--- config.mk ---
export PLATFORM = sky130hd
export DESIGN_NAME = alu_op_issuer
export DESIGN_NICKNAME = d
export VERILOG_FILES = /design/src/rtl/alu_op_issuer.sv
export SDC_FILE = /design/constraint.sdc
export NUM_CORES = 1
export LEC_CHECK = 0
export ABC_CLOCK_PERIOD_IN_PS = 1900
export CAP_MARGIN = 20
export CORE_MARGIN = 2
export CORE_UTILIZATION = 28
export CTS_CLUSTER_DIAMETER = 60
export DETAILED_ROUTE_END_ITERATION = 10
export DONT_BUFFER_PORTS = 1
export PLACE_DENSITY = 0.52
export SYNTH_ARGS = -nofsm -noshare
export SYNTH_HDL_FRONTEND = slang
export SYNTH_SLANG_ARGS = --single-unit
--- constraint.sdc ---
create_clock -name clk -period 1.9 [get_ports clk]
set_input_delay 0.38 -clock clk [delete_from_list [all_inputs] [get_ports clk]]
set_output_delay 0.38 -clock clk [all_outputs]
set_load 0.1 [all_outputs]
--- src/rtl/alu_op_issuer.sv ---
// -----------------------------------------------------------------------------
// alu_op_issuer
//
// Request-side initiator for the ALU input protocol. It takes one operation per
// req_valid/req_ready handshake, drives the ALU pins (ce, mode, cmd, cin, opa,
// opb, inp_valid) and delivers the operands in one or two beats. Two beats are
// separated by a programmable gap. It then waits for the command-dependent
// result latency, captures res, and returns it on a rsp_valid/rsp_ready
// handshake. Only one operation is outstanding at a time.
//
// Ports
//   clk                      rising-edge clock
//   rst                      asynchronous active-low reset
//   pause                    stall: drops ce and freezes the sequencing
//   req_valid / req_ready    request handshake (ready only in IDLE, unpaused)
//   req_mode, req_cmd,
//   req_cin                  operation fields
//   req_opa, req_opb         operands
//   req_gap                  cycles from first to second beat (clamped to MAX_GAP)
//   req_bfirst               0: A beat first, 1: B beat first
//   ce, mode, cmd, cin,
//   opa, opb                 ALU pins, held from accept until leaving RESP
//   inp_valid                bit0 = opa valid, bit1 = opb valid
//   res                      ALU result
//   rsp_valid / rsp_ready    response handshake
//   rsp_res                  captured result, held until the next capture
// -----------------------------------------------------------------------------
module alu_op_issuer #(
    parameter int DWIDTH  = 8,
    parameter int CWIDTH  = 4,
    parameter int MAX_GAP = 16
) (
    input  logic              clk,
    input  logic              rst,
    input  logic              pause,
    input  logic              req_valid,
    output logic              req_ready,
    input  logic              req_mode,
    input  logic [CWIDTH-1:0] req_cmd,
    input  logic              req_cin,
    input  logic [DWIDTH-1:0] req_opa,
    input  logic [DWIDTH-1:0] req_opb,
    input  logic [4:0]        req_gap,
    input  logic              req_bfirst,
    output logic              ce,
    output logic              mode,
    output logic [CWIDTH-1:0] cmd,
    output logic              cin,
    output logic [DWIDTH-1:0] opa,
    output logic [DWIDTH-1:0] opb,
    output logic [1:0]        inp_valid,
    input  logic [DWIDTH:0]   res,
    output logic              rsp_valid,
    input  logic              rsp_ready,
    output logic [DWIDTH:0]   rsp_res
);

    typedef enum logic [2:0] {
        S_IDLE  = 3'd0,
        S_BEAT1 = 3'd1,
        S_GAP   = 3'd2,
        S_BEAT2 = 3'd3,
        S_WAIT  = 3'd4,
        S_RESP  = 3'd5
    } state_t;

    localparam logic [1:0] CLS_TWO = 2'd0;
    localparam logic [1:0] CLS_A   = 2'd1;
    localparam logic [1:0] CLS_B   = 2'd2;

    // Which operands an operation consumes; unlisted commands are two-operand.
    function automatic logic [1:0] op_class(input logic m, input logic [CWIDTH-1:0] c);
        logic [1:0] cls;
        cls = CLS_TWO;
        if (m) begin
            if (c == CWIDTH'(4) || c == CWIDTH'(5))
                cls = CLS_A;
            else if (c == CWIDTH'(6) || c == CWIDTH'(7))
                cls = CLS_B;
        end else begin
            if (c == CWIDTH'(6) || c == CWIDTH'(8) || c == CWIDTH'(9))
                cls = CLS_A;
            else if (c == CWIDTH'(7) || c == CWIDTH'(10) || c == CWIDTH'(11))
                cls = CLS_B;
        end
        return cls;
    endfunction

    function automatic logic is_mult(input logic m, input logic [CWIDTH-1:0] c);
        return m && (c == CWIDTH'(9) || c == CWIDTH'(10));
    endfunction

    state_t            state_reg, state_next;
    logic [4:0]        cnt_reg, cnt_next;

    logic              mode_reg;
    logic [CWIDTH-1:0] cmd_reg;
    logic              cin_reg;
    logic [DWIDTH-1:0] opa_reg;
    logic [DWIDTH-1:0] opb_reg;
    logic [4:0]        gap_reg;
    logic              bfirst_reg;
    logic [DWIDTH:0]   rsp_res_reg;

    logic [4:0]        req_gap_clamped;
    logic              req_single;
    logic              accept;
    logic              capture;
    logic [1:0]        lat_class;

    assign req_gap_clamped = (req_gap > 5'(MAX_GAP)) ? 5'(MAX_GAP) : req_gap;
    assign req_single      = (op_class(req_mode, req_cmd) != CLS_TWO);
    assign lat_class       = op_class(mode_reg, cmd_reg);

    assign accept  = (state_reg == S_IDLE) && req_valid && !pause;
    // Result is sampled at the edge that ends the last latency cycle.
    assign capture = (state_reg == S_WAIT) && !pause && (cnt_reg == 5'd1);

    // ---------------- state register ----------------
    always_ff @(posedge clk or negedge rst) begin
        if (!rst) begin
            state_reg <= S_IDLE;
            cnt_reg   <= 5'd0;
        end else begin
            state_reg <= state_next;
            cnt_reg   <= cnt_next;
        end
    end

    // ---------------- next-state logic ----------------
    // pause holds everything except the response handshake, so a result that
    // is already being presented can still drain.
    always_comb begin
        state_next = state_reg;
        cnt_next   = cnt_reg;
        case (state_reg)
            S_IDLE: begin
                if (accept) begin
                    if (req_single || req_gap_clamped == 5'd0)
                        state_next = S_BEAT2;
                    else
                        state_next = S_BEAT1;
                end
            end
            S_BEAT1: begin
                if (!pause) begin
                    if (gap_reg == 5'd1) begin
                        state_next = S_BEAT2;
                    end else begin
                        state_next = S_GAP;
                        cnt_next   = gap_reg - 5'd1;
                    end
                end
            end
            S_GAP: begin
                if (!pause) begin
                    if (cnt_reg == 5'd1)
                        state_next = S_BEAT2;
                    else
                        cnt_next = cnt_reg - 5'd1;
                end
            end
            S_BEAT2: begin
                if (!pause) begin
                    state_next = S_WAIT;
                    cnt_next   = is_mult(mode_reg, cmd_reg) ? 5'd3 : 5'd1;
                end
            end
            S_WAIT: begin
                if (!pause) begin
                    if (cnt_reg == 5'd1)
                        state_next = S_RESP;
                    else
                        cnt_next = cnt_reg - 5'd1;
                end
            end
            S_RESP: begin
                if (rsp_ready)
                    state_next = S_IDLE;
            end
            default: state_next = S_IDLE;
        endcase
    end

    // ---------------- output logic ----------------
    // ce and req_ready are qualified by rst so the ALU and the requester see
    // them low for as long as reset is held, not just after the next edge.
    always_comb begin
        ce        = rst && !pause;
        req_ready = rst && !pause && (state_reg == S_IDLE);
        rsp_valid = (state_reg == S_RESP);
        inp_valid = 2'b00;
        case (state_reg)
            S_BEAT1: inp_valid = bfirst_reg ? 2'b10 : 2'b01;
            S_BEAT2: begin
                if (lat_class == CLS_A)
                    inp_valid = 2'b01;
                else if (lat_class == CLS_B)
                    inp_valid = 2'b10;
                else if (gap_reg == 5'd0)
                    inp_valid = 2'b11;
                else
                    // complete with whichever operand BEAT1 did not carry
                    inp_valid = bfirst_reg ? 2'b01 : 2'b10;
            end
            default: inp_valid = 2'b00;
        endcase
    end

    // ---------------- operation and result registers ----------------
    always_ff @(posedge clk or negedge rst) begin
        if (!rst) begin
            mode_reg    <= 1'b0;
            cmd_reg     <= '0;
            cin_reg     <= 1'b0;
            opa_reg     <= '0;
            opb_reg     <= '0;
            gap_reg     <= 5'd0;
            bfirst_reg  <= 1'b0;
            rsp_res_reg <= '0;
        end else begin
            if (accept) begin
                mode_reg   <= req_mode;
                cmd_reg    <= req_cmd;
                cin_reg    <= req_cin;
                opa_reg    <= req_opa;
                opb_reg    <= req_opb;
                gap_reg    <= req_gap_clamped;
                bfirst_reg <= req_bfirst;
            end
            if (capture)
                rsp_res_reg <= res;
        end
    end

    assign mode    = mode_reg;
    assign cmd     = cmd_reg;
    assign cin     = cin_reg;
    assign opa     = opa_reg;
    assign opb     = opb_reg;
    assign rsp_res = rsp_res_reg;

endmodule

==> results by group, run 1 <==
Run status
  • Run status: finished, violations left
  • Failing checks: setup timing

Timing
  • RSZ-0062 raised after global routing: yes
  • Hold Fails Final Rpt: 0
  • Final worst path period share: 116%
  • Slew headroom: roughly 39%
  • Final setup violating endpoints: 2
  • Fin crit period: around 2.2 ns
  • Clk_skew: a little over 0.004 ns
  • FMAX: about 460 MHz
  • Slew of the pin with the lowest slew margin: 0.912 ns
  • Fin worst setup slack: -0.295 ns
  • Pins Over Slew Limit: 0

CTS
  • CTS tree: done
  • CTS Root Cell: clkbuf_8
  • Inserted Clock Buffers: 5
  • Worst-path clk slew: approximately 0.09 ns
  • CTS max path bufs: 2
  • Worst-Skew Late Latency: 0.31 ns
  • H-tree depth: 2
  • CTS Sinks: 45

Flow run
  • Maxcap violations: 0

Setup path
  • CP Class: register to output pin
  • Setup crit end kind: output pin
  • Worst-path fanout max: 3
  • CP startpoint kind: register
  • CP Data Arrival Time: about 1.8 ns
  • CP required: approximately 1.5 ns

Detailed routing
  • DRT Pass-1 Iters: 4
  • Post-route ant nets: 0
  • DRC viols: 0
  • Drt via density: about 5.1
  • 1st-iter DRT viols: roughly 80
  • DRT Wirelength: ~5600 µm
  • Via count of the routed design: 1779
  • Drt wl/cell: ~16 µm

Global routing
  • GR Util met2: 18.9%
  • Vias in the first global route: about 1.8k
  • Met1 Usage GRT: ~15%
  • Met3 usage: 5.49%
  • Largest net degree at the start of global routing: 46
  • All-layer global routing usage: a little under an eighth
  • GR peak layer: met2
  • Initial antenna violation count: 0
  • First-pass GRT wire length: 8990 µm
  • GRT Residual Overflow: 0

Floorplan
  • Ports: 78
  • Die Y: a little under 100 µm
  • Initial core utilization: 29.1%
  • Chip width: about 97 µm
  • Std cell rows: 33
  • Core ar.: 0.00830 mm²
  • Die area: around 0.0094 mm²

Place
  • GPL Wtd Cong: 0.745
  • Hpwl dp: 3940 µm
  • IO buf count: 0

Final layout
  • # diodes: 0
  • Most common cell after layout, fill and taps aside: dfrtp_1
  • Area growth syn-to-layout: 27.2%
  • Highest-count cells in the layout ignoring fill and taps: dfrtp_1, buf_4, mux2_2, mux2_1, nor2_1
  • Number of flip-flops under the largest register name: 9
  • Final core utilization: 37.0%
  • Share of layout cells above drive strength 1: approximately 37%
  • Final #Nets: between 200 and 300
  • Fillcell total: around 800

Yosys
  • Post-synth cell types: 53
  • Mapped cell area: approximately 0.0024 mm²
  • Seq/Total Area, Yosys: 46.7%
  • Post-synth net total: roughly 260
  • Yosys warnings: 0
  • Post-synth EDFFs: 0
  • #FFs+latches synth: 45
  • Avg Inst Size Synth: around 12 µm²
  • Main synth FF type: dfrtp_1
  • Synth Instances: ~210
  • Share of flip-flops with an asynchronous set or reset: 100%

Hold path
  • Hold crit path type: input port to register
## path summary, 6_finish.rpt
check	startpoint	to	slack [ns]	cells past startpoint
setup / recovery	cmd[3]$_DFFE_PN0P_	inp_valid[1]	-0.30	5
hold / removal	req_opb[3]	opb[3]$_DFFE_PN0P_	0.19	1
setup reg to reg	gap_reg[0]$_DFFE_PN0P_	cnt_reg[4]$_DFFE_PN0P_	0.06	6
hold reg to reg	bfirst_reg$_DFFE_PN0P_	bfirst_reg$_DFFE_PN0P_	0.54	1
max in group asynchronous	rst	state_reg[1]$_DFFE_PN0P_	1.11	2
min in group asynchronous	rst	mode$_DFFE_PN0P_	0.56	2
## per-stage QoR
step | TNS, ns | hold slack [ns] | area (µm²) | instances | worst slack [ns]
finish | -0.557 | 0.193 | 3070 | 348 | -0.295
global placement | 0 | 0.0856 | 2740 | 329 | 0.0505
floorplan | -1.08 | 0.0844 | 2470 | 208 | -0.745
global route | -0.727 | 0.177 | 3070 | 348 | -0.374
CTS | -0.510 | 0.193 | 2960 | 341 | -0.307
detailed placement | 0 | 0.0854 | 2740 | 329 | 0.0262
## layout make-up
class                           instances  area (µm²)  share of cell area [%]
Sequential cell                        45        1140                    37.3
Multi-Input combinational cell        144        1300                    42.4
Clock inverter                          2        38.8                    1.26
Inverter                               10        37.5                    1.22
Clock buffer                            6        72.6                    2.37
Tap cell                              105         131                    4.28
Timing Repair Buffer                   36         343                    11.2
## routing by layer
metal / vias to the layer above / part of all wire [%]
met5: - / 0
met4: 0 / 1.5
met3: 9 / 9.8
met2: 84 / 47
met1: 858 / 42
li1: 828 / -
## cell families after synthesis
group                      Yosys count  synth area share (%)
and+or+nand+nor                     57                  14.1
DFF                                 45                  46.7
AOI/OAI and AO/OA                   41                  12.9
muxes                               36                  16.9
buffers and inverters               19                  5.13
xor gates and xnor gates             5                  1.82
adders and majority gates            5                  2.59
## cells in the mapped netlist, types with 3 or more instances
cell,number,area (µm²)
dfrtp_1,45,1130
clkbuf_8,4,55.1
o21ai_0,8,40.0
mux2_1,15,169
nor4_1,3,18.8
o21ai_1,3,15.0
nand2_1,8,30.0
inv_1,9,33.8
xnor2_1,3,26.3
mux2_2,18,203
nor2b_1,3,18.8
buf_2,4,20.0
ha_1,5,62.6
a21oi_1,6,30.0
a211oi_1,3,22.5
nor2_1,13,48.8
nand2b_1,8,50.1
nor3_1,5,25.0
## critical path: stages (launching register included)
cell and delay, ns:
dfrtp_4 0.51, nand2b_4 0.11, o22ai_4 0.07, o211a_1 0.25, a2111oi_4 0.33, buf_12 0.22
## timing repair
action	CTS	global route
setup buffers	2	7
setup endpoints to repair	3	8
endpoints found under the hold margin	45	0
gates resized for setup	9	10
hold buffers	2	0
pin swaps	4	5
cloned	0	0
Power of run 1 is left out: the tool's default activity adds up to more than one toggle a clock period on the data nets, which glitch-free logic cannot reach.
==> run 2: changes to the inputs <==
--- a/config.mk
+++ b/config.mk
@@ -5,6 +5,7 @@
 export SDC_FILE = /design/constraint.sdc
 export NUM_CORES = 1
 export LEC_CHECK = 0
+export ABC_AREA = 1
 export ABC_CLOCK_PERIOD_IN_PS = 1900
 export CAP_MARGIN = 20
 export CORE_MARGIN = 2
@@ -12,6 +13,7 @@
 export CTS_CLUSTER_DIAMETER = 60
 export DETAILED_ROUTE_END_ITERATION = 10
 export DONT_BUFFER_PORTS = 1
+export HOLD_SLACK_MARGIN = 0.06
 export PLACE_DENSITY = 0.52
 export SYNTH_ARGS = -nofsm -noshare
 export SYNTH_HDL_FRONTEND = slang
==> run 2 against run 1 <==
The run still ends with setup timing left. Synthesized area fell by 2.1%. First-iteration DRC count down 12%. Maximum frequency up 14%. Cell area barely moved. Synthesized cell count is 50% higher. Critical path type unchanged.
==> results by group, run 2 <==
Run status
  • Run status: finished, violations left
  • Failing checks: setup timing

Setup path
  • Worst-path fanout max: 3
  • Worst path max stage delay: between 0.5 and 0.6 ns
  • CP Data Arrival Time: 1.55 ns
  • Family with the most delay on the worst path: simple AND/OR/NAND/NOR gates
  • Critical path's slowest cell: dfrtp_4
  • CP startpoint kind: register
  • Setup crit end kind: output pin
  • Most Frequent Cell on Critical Path: nand2_1
  • CP required: around 1.5 ns
  • WP buf/inv: 1
  • Worst-path cell chain: inv_2 -> nor2_4 -> nand2_2 -> nand2_1 -> nand2_1 -> nand2_1 -> nor2_1 -> nand2_2 -> nand2_8
  • CP Class: register to output pin

Place
  • GPL Wtd Cong: approximately 0.83
  • IO buf count: 0
  • Hpwl dp: 4210 µm
  • Placed Instances: around 450

Global routing
  • Initial antenna violation count: 0
  • All-layer global routing usage: roughly 14%
  • Vias in the first global route: 2121
  • First-pass GRT wire length: just under 10000 µm
  • Largest net degree at the start of global routing: 46
  • GRT Residual Overflow: 0

Yosys
  • Post-synth EDFFs: 0
  • Simple-gate share of the synthesized area: roughly a third
  • #FFs+latches synth: 45
  • Mapped cell area: roughly 0.0024 mm²
  • Post-synth top area cell: dfrtp_1
  • Top cells by area, synth: dfrtp_1, nand2_1, inv_1
  • Post-synth cell types: 27
  • Main synth FF type: dfrtp_1
  • Yosys warnings: 0
  • Seq/Total Area, Yosys: 47.7%
  • Area share of the largest cell type after synthesis: approximately 48%
  • Count leader, synth: nand2_1
  • Largest family of logic cells by synthesized area: simple AND/OR/NAND/NOR gates
  • Avg Inst Size Synth: roughly 7.6 µm²
  • Synth Instances: 312
  • Multiplexer share of the synthesized area: 0%
  • Post-synthesis xor/xnor area fraction: under 10%
  • Share of flip-flops with an asynchronous set or reset: 100%
  • Synth Area in Compound Gates: under 10%
  • Post-synth net total: between 300 and 400
  • Synth cell count leaders: nand2_1, dfrtp_1, inv_1
  • Adder-cell share of the synthesized area: under 10%

Final layout
  • Number of flip-flops under the largest register name: 9
  • Final core utilization: between 30 and 40%
  • Footprint of the multi-input gates: between 0.001 and 0.0015 mm²
  • Highest-count cells in the layout ignoring fill and taps: nand2_1, buf_4, dfrtp_1, inv_1, o21ai_0
  • Most common cell after layout, fill and taps aside: nand2_1
  • Fillcell total: 860
  • Reg area: between 0.001 and 0.0015 mm²
  • Share of layout cells above drive strength 1: between 20% and 30%
  • Final std cells w/o fill: around 470
  • Area growth syn-to-layout: 29.9%
  • Final #Nets: between 400 and 500
  • # diodes: 0

CTS
  • CTS tree: done
  • Inserted Clock Buffers: 5
  • CTS Sinks: 45
  • CTS Root Cell: clkbuf_8
  • Worst-Skew Late Latency: slightly below 0.3 ns
  • Worst-path clk slew: approximately 0.09 ns
  • H-tree depth: 2
  • CTS max path bufs: 2

Detailed routing
  • DRC viols: 0
  • Drt wl/cell: about 12 µm
  • 1st-iter DRT viols: between 70 and 80
  • Drt via density: about 4.5
  • DRT Pass-1 Iters: 4
  • Via count of the routed design: approximately 2.1k
  • DRT Wirelength: approximately 5800 µm
  • Post-route ant nets: 0

Floorplan
  • Die area: roughly 0.0092 mm²
  • Std cell rows: 33
  • Die Y: around 96 µm
  • Ports: slightly below 80
  • Core ar.: slightly above 0.008 mm²
  • Chip width: between 90 and 100 µm
  • Initial core utilization: 28.7%

Timing
  • Hold Fails Final Rpt: 0
  • Clk_skew: 0.00328 ns
  • Final worst path period share: 102%
  • Pins Over Slew Limit: 0
  • Slew headroom: 80.3%
  • FMAX: just over 500 MHz
  • RSZ-0062 raised after global routing: yes
  • Fin crit period: approximately 1.9 ns
  • TNS Setup: -0.0399 ns
  • Fin worst setup slack: -0.0327 ns
  • Final setup violating endpoints: 2
  • Slew of the pin with the lowest slew margin: 0.295 ns

Hold path
  • Hold crit path type: input port to register

Flow run
  • Maxcap violations: 0
run 2: worst reg2reg max path: stages, from the launching register on:
cell and delay, ns:
dfrtp_2 0.46, nor2_4 0.16, nand2_2 0.14, inv_2 0.08, nand3_2 0.18, inv_2 0.20
buf_12 0.18, nand2_1 0.06, o21ai_0 0.06
run 2: area by class of cell:
cell class | instances | share of cell area [%]
clock buffer | 7 | 2.49
inverter | 43 | 5.42
multi-input combinational | 218 | 36.5
clock inverter | 1 | 0.245
tap | 105 | 4.28
sequential | 45 | 37.3
timing repair buffer | 50 | 13.8
run 2: timing repair:
| item | 4_1_cts | 5_1_grt |
|---|---|---|
| setup endpoints to repair | 3 | 3 |
| resized for setup | 18 | 3 |
| endpoints found under the hold margin | 45 | 0 |
| pin swaps | 8 | 8 |
| setup buffers | 2 | 5 |
| hold buffers | 2 | 0 |
| gates cloned | 0 | 0 |
run 2: layer usage:
layer,vias to the layer above,wire length [µm],GRT usage (%),part of all wire [%]
met3,6,330,3.68,5.7
met4,0,119,5.36,2.1
li1,1073,-,-,-
met2,57,2760,23.1,48
met5,-,0,0,0
met1,979,2550,16.7,44
run 2: path summary, 6_finish.rpt:
check                           slack [ns]                startpoint  cells after the start                endpoint
worst max-delay path                 -0.03        cmd[2]$_DFFE_PN0P_                      9            inp_valid[1]
worst min-delay path                  0.19                req_opa[6]                      2      opa[6]$_DFFE_PN0P_
worst max register to register        0.29  state_reg[1]$_DFFE_PN0P_                      8      cmd[3]$_DFFE_PN0P_
worst min register to register        0.53    cnt_reg[1]$_DFFE_PN0P_                      2  cnt_reg[1]$_DFFE_PN0P_
max in group asynchronous             1.08                       rst                      2      cmd[2]$_DFFE_PN0P_
min in group asynchronous             0.60                       rst                      2      opb[6]$_DFFE_PN0P_
run 2: logic make-up (layout without fill, tap and decap cells):
kind of cell    Yosys count  after routing
simple gates            179            179
fa+ha+maj                 5              5
buf+inv                  49            101
compound gates           30             30
flops                    45             45
xor+xnor                  4              4
run 2: through the flow:
stage | hold slack, ns | setup slack [ns] | cell area (µm²)
detailed placement | 0.0858 | 0.115 | 2830
finish | 0.191 | -0.0327 | 3070
CTS | 0.176 | -0.0769 | 3020
floorplan | 0.0844 | 0.00743 | 2420
global placement | 0.0855 | 0.129 | 2830
global route | 0.173 | -0.115 | 3070
Power of run 2 is left out for the same reason.
==> run 3: changes to the inputs <==
--- a/config.mk
+++ b/config.mk
@@ -8,13 +8,13 @@
 export ABC_AREA = 1
 export ABC_CLOCK_PERIOD_IN_PS = 1900
 export CAP_MARGIN = 20
-export CORE_MARGIN = 2
-export CORE_UTILIZATION = 28
+export CORE_UTILIZATION = 51
 export CTS_CLUSTER_DIAMETER = 60
 export DETAILED_ROUTE_END_ITERATION = 10
 export DONT_BUFFER_PORTS = 1
+export GPL_ROUTABILITY_DRIVEN = 1
 export HOLD_SLACK_MARGIN = 0.06
-export PLACE_DENSITY = 0.52
+export PLACE_DENSITY = 0.78
 export SYNTH_ARGS = -nofsm -noshare
 export SYNTH_HDL_FRONTEND = slang
 export SYNTH_SLANG_ARGS = --single-unit
==> run 3 against run 2 <==
The flow still finishes with violations (setup timing). Die area decreased by 47%. Final cell count decreased by 12%. Global-route usage increased by 9.3 points. Cell area decreased by 2.0%. Worst setup slack improved by 0.0040 ns. Critical endpoint unchanged. Highest routed layer unchanged.
==> results by group, run 3 (synthesis gave the netlist of run 2 again) <==
Final layout
  • Reg area: ~0.0011 mm²
  • Footprint of the multi-input gates: between 0.001 and 0.0015 mm²
  • Final #Nets: 408
  • Share of layout cells above drive strength 1: between 20% and 30%
  • Fillcell total: ~350
  • Final core utilization: around 68%
  • Most common cell after layout, fill and taps aside: nand2_1
  • Area growth syn-to-layout: 27.4%
  • # diodes: 0
  • Highest-count cells in the layout ignoring fill and taps: nand2_1, buf_4, dfrtp_1, inv_1, o21ai_0
  • Number of flip-flops under the largest register name: 9

Timing
  • Slew headroom: 69.0%
  • Clk_skew: ~0.0076 ns
  • Slew of the pin with the lowest slew margin: between 0.4 and 0.5 ns
  • Final setup violating endpoints: 2
  • Pins Over Slew Limit: 0
  • Fin crit period: roughly 1.9 ns
  • RSZ-0062 raised after global routing: yes
  • Hold Fails Final Rpt: 0
  • Final worst path period share: 102%
  • Fin worst setup slack: -0.0287 ns
  • FMAX: around 520 MHz

Global routing
  • Largest net degree at the start of global routing: 46
  • First-pass GRT wire length: a little under 9000 µm
  • Vias in the first global route: around 2.0k
  • GRT Residual Overflow: 0
  • Initial antenna violation count: 0
  • All-layer global routing usage: a little under a quarter

Hold path
  • Hold crit path type: input port to register

Detailed routing
  • Via count of the routed design: ~2.1k
  • Drt wl/cell: around 13 µm
  • Post-route ant nets: 0
  • 1st-iter DRT viols: 155
  • DRT Wirelength: about 5300 µm
  • Drt via density: 5.16
  • DRT Pass-1 Iters: 4
  • DRC viols: 0

Floorplan
  • Chip width: between 70 and 80 µm
  • Die area: just under 0.005 mm²
  • Std cell rows: 24
  • Die Y: 70.1 µm
  • Core ar.: between 0.004 and 0.005 mm²
  • Initial core utilization: 53.5%
  • Ports: between 70 and 80

Setup path
  • CP required: between 1.5 and 2 ns
  • Setup crit end kind: output pin
  • CP Data Arrival Time: 1.55 ns
  • Worst-path fanout max: 4
  • CP startpoint kind: register
  • CP Class: register to output pin

CTS
  • CTS tree: done
  • H-tree depth: 2
  • Inserted Clock Buffers: 5
  • CTS max path bufs: 2
  • CTS Root Cell: clkbuf_8
  • Worst-path clk slew: approximately 0.090 ns
  • Worst-Skew Late Latency: 0.30 ns
  • CTS Sinks: 45

Place
  • Hpwl dp: 3930 µm
  • GPL Wtd Cong: 0.829
  • IO buf count: 0

Run status
  • Failing checks: setup timing
  • Run status: finished, violations left

Flow run
  • Maxcap violations: 0
-- run 3: area by class of cell --
| type | instances | share of cell area (%) |
|---|---|---|
| clock inverters | 1 | 0.291 |
| repair buffers | 48 | 13.3 |
| well taps | 52 | 2.16 |
| multi-input cells | 218 | 37.6 |
| clock buffers | 7 | 3.20 |
| inverters | 43 | 5.53 |
| flip-flops and latches | 45 | 38.0 |
-- run 3: final timing paths --
| path | from | end | slack [ns] | cells after the start |
|---|---|---|---|---|
| setup / recovery | cmd[1]$_DFFE_PN0P_ | inp_valid[1] | -0.03 | 9 |
| hold / removal | req_cmd[0] | cmd[0]$_DFFE_PN0P_ | 0.18 | 2 |
| setup reg to reg | state_reg[0]$_DFFE_PN0P_ | cnt_reg[4]$_DFFE_PN0P_ | 0.26 | 9 |
| hold reg to reg | cnt_reg[1]$_DFFE_PN0P_ | cnt_reg[1]$_DFFE_PN0P_ | 0.53 | 2 |
| max in group asynchronous | rst | state_reg[1]$_DFFE_PN0P_ | 1.11 | 2 |
| min in group asynchronous | rst | opb[6]$_DFFE_PN0P_ | 0.57 | 2 |
-- run 3: metal layers --
layer	GRT usage, %	wire length, µm	vias to the layer above
li1	-	-	1064
met1	28.6	2260	987
met2	38.4	2660	74
met3	6.20	307	10
met4	8.44	91	0
met5	0	0	-
-- run 3: worst max-delay path, cell delays in order, from the launching register on --
cell     delay, ns
dfrtp_4       0.50
inv_4         0.08
nor2_2        0.04
nand2_1       0.08
nand2_1       0.06
nand2_1       0.07
nand2_1       0.06
nor2_2        0.09
nand2_2       0.09
nand2_8       0.17
-- run 3: what timing repair did --
item / 4_1_cts / 5_1_grt
pin swaps: 5 / 5
setup buffers: 3 / 3
hold buffers: 2 / 0
setup endpoints to repair: 3 / 4
hold endpoints to repair: 45 / 0
resized for setup: 19 / 5
-- run 3: metrics by stage --
stage | area (µm²) | hold WS [ns] | worst slack, ns | TNS (ns) | cells
global placement | 2750 | 0.0859 | 0.182 | 0 | 398
global route | 3010 | 0.177 | -0.0967 | -0.186 | 414
finish | 3010 | 0.184 | -0.0287 | -0.0436 | 414
detailed placement | 2750 | 0.0860 | 0.0795 | 0 | 398
floorplan | 2420 | 0.0844 | 0.00743 | 0 | 312
CTS | 2970 | 0.177 | -0.0503 | -0.0646 | 411
Power of run 3 is left out for the same reason.
